$ cat config.mk
export PLATFORM = sky130hd
export DESIGN_NAME = updown_counter_pload
export DESIGN_NICKNAME = d
export VERILOG_FILES = /design/src/rtl/updown_counter_pload.sv
export SDC_FILE = /design/constraint.sdc
export NUM_CORES = 1
export LEC_CHECK = 0
export CAP_MARGIN = 10
export CELL_PAD_IN_SITES_DETAIL_PLACEMENT = 1
export CELL_PAD_IN_SITES_GLOBAL_PLACEMENT = 1
export CORE_MARGIN = 4
export CORE_UTILIZATION = 38
export CTS_BUF_LIST = sky130_fd_sc_hd__clkbuf_4
export CTS_CLUSTER_SIZE = 8
export DETAILED_ROUTE_END_ITERATION = 12
export PLACE_DENSITY_LB_ADDON = 0.3
export SYNTH_ARGS = -nofsm -noshare
export SYNTH_HDL_FRONTEND = slang
export SYNTH_SLANG_ARGS = --single-unit
$ cat constraint.sdc
create_clock -name Clk -period 3.1 [get_ports Clk]
set_input_delay 0.93 -clock Clk [delete_from_list [all_inputs] [get_ports Clk]]
set_output_delay 0.93 -clock Clk [all_outputs]
set_load 0.02 [all_outputs]
$ cat src/rtl/updown_counter_pload.sv
// updown_counter_pload
//   Parametrised up/down counter with parallel load, count enable and a
//   runtime terminal value (count range 0..max_i inclusive).
//
//   Parameters
//     BUS_WIDTH   : width of counter, data_i and max_i (>= 2)
//     SATURATE    : 0 = wrap at the bounds, 1 = hold at the bounds
//     RESET_VALUE : data_o value while / after reset
//
//   Ports
//     Clk     : clock, rising edge
//     Rst_n   : asynchronous active-low reset
//     en_i    : count enable
//     load_i  : parallel load (priority over en_i)
//     d_i     : direction, 0 = up, 1 = down
//     data_i  : parallel load value (clamped to max_i)
//     max_i   : terminal value
//     data_o  : current count (registered)
//     cout    : combinational terminal count for the step this cycle
//     wrap_o  : registered one-cycle pulse after a wrapping edge
module updown_counter_pload #(
    parameter int unsigned              BUS_WIDTH   = 8,
    parameter int unsigned              SATURATE    = 0,
    parameter logic [BUS_WIDTH-1:0]     RESET_VALUE = '0
) (
    input  logic                 Clk,
    input  logic                 Rst_n,
    input  logic                 en_i,
    input  logic                 load_i,
    input  logic                 d_i,
    input  logic [BUS_WIDTH-1:0] data_i,
    input  logic [BUS_WIDTH-1:0] max_i,
    output logic [BUS_WIDTH-1:0] data_o,
    output logic                 cout,
    output logic                 wrap_o
);

    localparam bit SAT = (SATURATE != 0);

    logic                 in_range;
    logic                 at_top;
    logic                 at_bot;
    logic [BUS_WIDTH-1:0] cnt_next;
    logic                 wrap_next;

    assign in_range = (data_o <= max_i);
    assign at_top   = (data_o == max_i);
    assign at_bot   = (data_o == '0);

    // Terminal count only for in-range steps; out-of-range recovery is silent.
    assign cout = en_i & ~load_i & in_range &
                  ((~d_i & at_top) | (d_i & at_bot));

    // cout is already zero on load/hold, so it alone decides the pulse.
    assign wrap_next = cout & ~SAT;

    always_comb begin
        cnt_next = data_o;
        if (load_i) begin
            cnt_next = (data_i > max_i) ? max_i : data_i;
        end else if (en_i) begin
            if (in_range) begin
                if (!d_i) begin
                    if (at_top) cnt_next = SAT ? max_i : '0;
                    else        cnt_next = data_o + 1'b1;
                end else begin
                    if (at_bot) cnt_next = SAT ? '0 : max_i;
                    else        cnt_next = data_o - 1'b1;
                end
            end else begin
                // Above the terminal value: up restarts (or clamps), down clamps.
                if (!d_i) cnt_next = SAT ? max_i : '0;
                else      cnt_next = max_i;
            end
        end
    end

    always_ff @(posedge Clk or negedge Rst_n) begin
        if (!Rst_n) begin
            data_o <= RESET_VALUE;
            wrap_o <= 1'b0;
        end else begin
            data_o <= cnt_next;
            wrap_o <= wrap_next;
        end
    end

endmodule

# Yosys cells after proc, flatten, opt, wreduce, memory -nomap -nowiden
# Index checks and enable logic that the tools add are counted.
# totals
register_bits	9
output_inout_bits	10
mem_count	0
word_cells	25
latchBits	0
ram_bits	0
inputBits	21
mem_bits_ro	0
# op_classes
n_mul	0
magnitude_cmp	2
add_sub_neg	2
shift	0
reduce_logical	2
div	0
muxes	8
eq_ne	1
bitwise	8
# ops
op	n
8-bit two-way mux	8
8-bit by 1-bit adder with 8-bit output (second input constant)	1
8-bit equality test	1
8-bit > comparator	1
8-bit less-or-equal comparator	1
8-bit zero test	1
8-bit by 1-bit subtractor with 8-bit output (second input constant)	1
1-bit AND	5
1-bit NOT	2
2-bit nonzero test	1
1-bit OR	1

# Longest topological paths before layout
# logic_depth
ltp_word	6
mapped_depth	8
mapped_depth_nobuf	8

# Least setup slack after synthesis
# No wires, ideal clock.
# synth_path
path_type	input to output
start	in max_i[7]
end	out cout
required_time_ns	2.170
setup_slack_ns	-0.052
stages	7
n_path_buf	0
t_arrival_ns	2.222
path_cell_list	inv_1 > ha_1 > nand4_1 > o221ai_1 > nor2_1 > o21ai_0 > nor2_1
# synth_via
elab_chain_len	4
elab_cells_between_ends	6
cone_classes	1 x order compare; 1 x eq/ne; 4 x bitwise
# synth_lines
item	line	text
start, declared	32	input logic [BUS_WIDTH-1:0] max_i,
branches (longest 3 deep; another with 8-bit less-or-equal comparator)	--	
1-bit AND (*)	51	assign cout = en_i & ~load_i & in_range &
end, declared	34	output logic cout,
# Every way passes the cells marked *.

# Worst setup path after layout
# layout_path
start	in max_i[5]
end	out cout
# The elaborated chain is that of the path after synthesis.

==> results.toml <==
[run_status]
outcome = "complete, but fails checks"
violations = "negative setup slack"

[drt]
ant_nets = 0
drcViolationCount = 0
drt-pass1-iter-count = 6
wirelength_um = 8120
vias = 2017
via_per_inst = 6.59
drt-initial-drc-count = 257
drt-wirelength-per-cell_um = 26.5

[sta]
slew_headroom_pct = 63.4
max_freq_mhz = 300
hold_viol_final = 0
tns_ns = -0.239
layout_setup_ws_ns = -0.239
setup_viol = 1
min_period_ns = 3.34
rsz0062_at_grt = "yes"
worst_pin_slew_ns = 0.544
drv_slew = 0
clock_skew_ns = 0.0105
period_share_pct = 108

[global_routing]
grt_pass1_vias = 2085
grt-ovfl-total = 0
track_usage_pct = 29.7
grt_pass1_wl_um = 11200
antenna_found_initial = 0
grt_max_degree = 13

[yosys]
ys.flop_type = "dfrtp_1"
synth_area_um2 = 1420
synth_top_cell_by_area = "ha_1"
synth_edf_count = 0
ys_ff_latch = 9
avgSynthCellArea_um2 = 7.96
yosysMostFrequentCell = "ha_1"
synth_top_area_share_pct = 16.8
synth.distinct_cells = 48
syn_inst = 178
synth-async-reset-ratio_pct = 100
syn_nets = 218
yosys-top-cells-count = "ha_1, nand2_1, inv_1"
yosys_warnings = 0
yosysSeqAreaShare_pct = 15.9
netlist_top_cells_area = "ha_1, dfrtp_1, mux2i_1"

[final_layout]
area_growth_pct = 64.0
diodes = 0
drive_gt1_share_pct = 39.6
stdcell_area_um2 = 2320
final_nets = 301

[clocking]
cts_root_buffer = "clkbuf_4"
cts_buffers = 3
path_clk_slew_ns = 0.09
clockBufferDepth = 2
cts_tree = "yes"
insertion_delay_ns = 0.31
htree_levels = 1
cts_hold_buf = 0
cts_sinks = 9

[place]
hpwl_um = 4620
place_area_um2 = 2030
io_buffer_count = 30
place.gp.congestion = 0.837

[worst_setup_path]
arrival_ns = 2.41
path_max_fanout = 3
r2r_slack_ns = 0.47
critPathKind = "primary input to output pin"
cp.required_ns = 2.17
critPathCaptureType = "output pin"
cp-start-kind = "primary input"

[run]
drv_cap = 0

[floorplanning]
die_h_um = 69.1
num_rows = 21
die_area_um2 = 4770
design.core.area_um2 = 3470
die_x_um = 69.1
ioPinCount = 31
start_util_pct = 40.8

[power_and_ir_drop]
irDropWorstVdd_v = 0.000261
power_density_nw_per_um2 = 411
power_leakage_nw = 1.02

[min_path]
worstHoldPathType = "flip-flop to flip-flop"
## registers in the layout, indices dropped and copies added (netlist names)
name	count
data_o	8
wrap_o	1
## layout by cell type, fill, tap and decap left out, drive strengths merged, types with 4 or more instances in the layout
cell,count
buf,62
clkdlybuf4s50,21
ha,19
nand2,16
inv,15
nor2,12
a21oi,11
dfrtp,9
o21ai,8
mux2i,6
nor3,5
nand3,5
nand4,4
o211ai,4
clkbuf,4
## report_power, final
part | internal (mW) | leakage, nW | switching, mW | total [mW]
combinational | 0.303 | 0.895 | 0.366 | 0.668
clock | 0.0591 | 0.0184 | 0.0649 | 0.124
sequential | 0.137 | 0.111 | 0.0260 | 0.163
total | 0.499 | 1.02 | 0.457 | 0.955
## layer usage
| layer | track usage [%] | wire length (um) | vias to the layer above |
|---|---|---|---|
| met1 | 33.5 | 2960 | 972 |
| met5 | 0 | 0 | - |
| met4 | 13.2 | 428 | 0 |
| met3 | 6.83 | 731 | 52 |
| li1 | - | - | 846 |
| met2 | 52.6 | 4000 | 147 |
## critical path, cell delays in order
cell and delay (ns):
buf_8 0.08, inv_4 0.03, ha_4 0.26, nand4_1 0.19, buf_4 0.21, o221ai_2 0.21, nor2_2 0.09, o21ai_2 0.19
nor2_2 0.08, buf_6 0.13
## timing repair
action / CTS / global route
resized for setup: 70 / 6
buffers inserted: 8 / 6
endpoints found under the setup margin: 1 / 1
cloned: 0 / 0
pin swaps: 14 / 10
## metrics by stage
step	worst slack, ns	power [mW]	util [%]	hold slack (ns)	cells
after CTS	-0.116	0.851	65.1	0.805	300
final	-0.239	0.955	67.0	0.825	306
after floorplan	0.0143	0.446	-	0.634	178
after detailed placement	-1.08	0.677	58.4	0.730	288
after global placement	-0.982	0.648	58.4	0.679	288
after global routing	-0.271	0.988	67.0	0.856	306
## area by class of cell
type | instances | area [um^2]
repair buffers | 85 | 726
fillers | 403 | 1150
flip-flops and latches | 9 | 225
multi-input cells | 147 | 1210
inverters | 15 | 71.3
well taps | 46 | 57.6
clock buffers | 4 | 30.0
## cell families after synthesis
group / Yosys count / synth area share (%)
AO/OA/AOI/OAI: 56 / 28.8
XOR/XNOR: 5 / 3.09
adder cells (fa/ha/maj): 19 / 16.8
buffers and inverters: 22 / 8.13
flip-flops: 9 / 15.9
multiplexers: 8 / 5.83
AND/OR/NAND/NOR: 59 / 21.5
## worst paths after layout
path	cells after the start	start	to
setup reg to reg	8	data_o[1]	data_o[7]
hold / removal	3	data_o[6]	data_o[6]
hold reg to reg	3	data_o[6]	data_o[6]
setup / recovery	10	max_i[5]	cout
max in group asynchronous	1	Rst_n	data_o[0]
min in group asynchronous	1	Rst_n	data_o[6]
(Power assumes the default switching activity.)
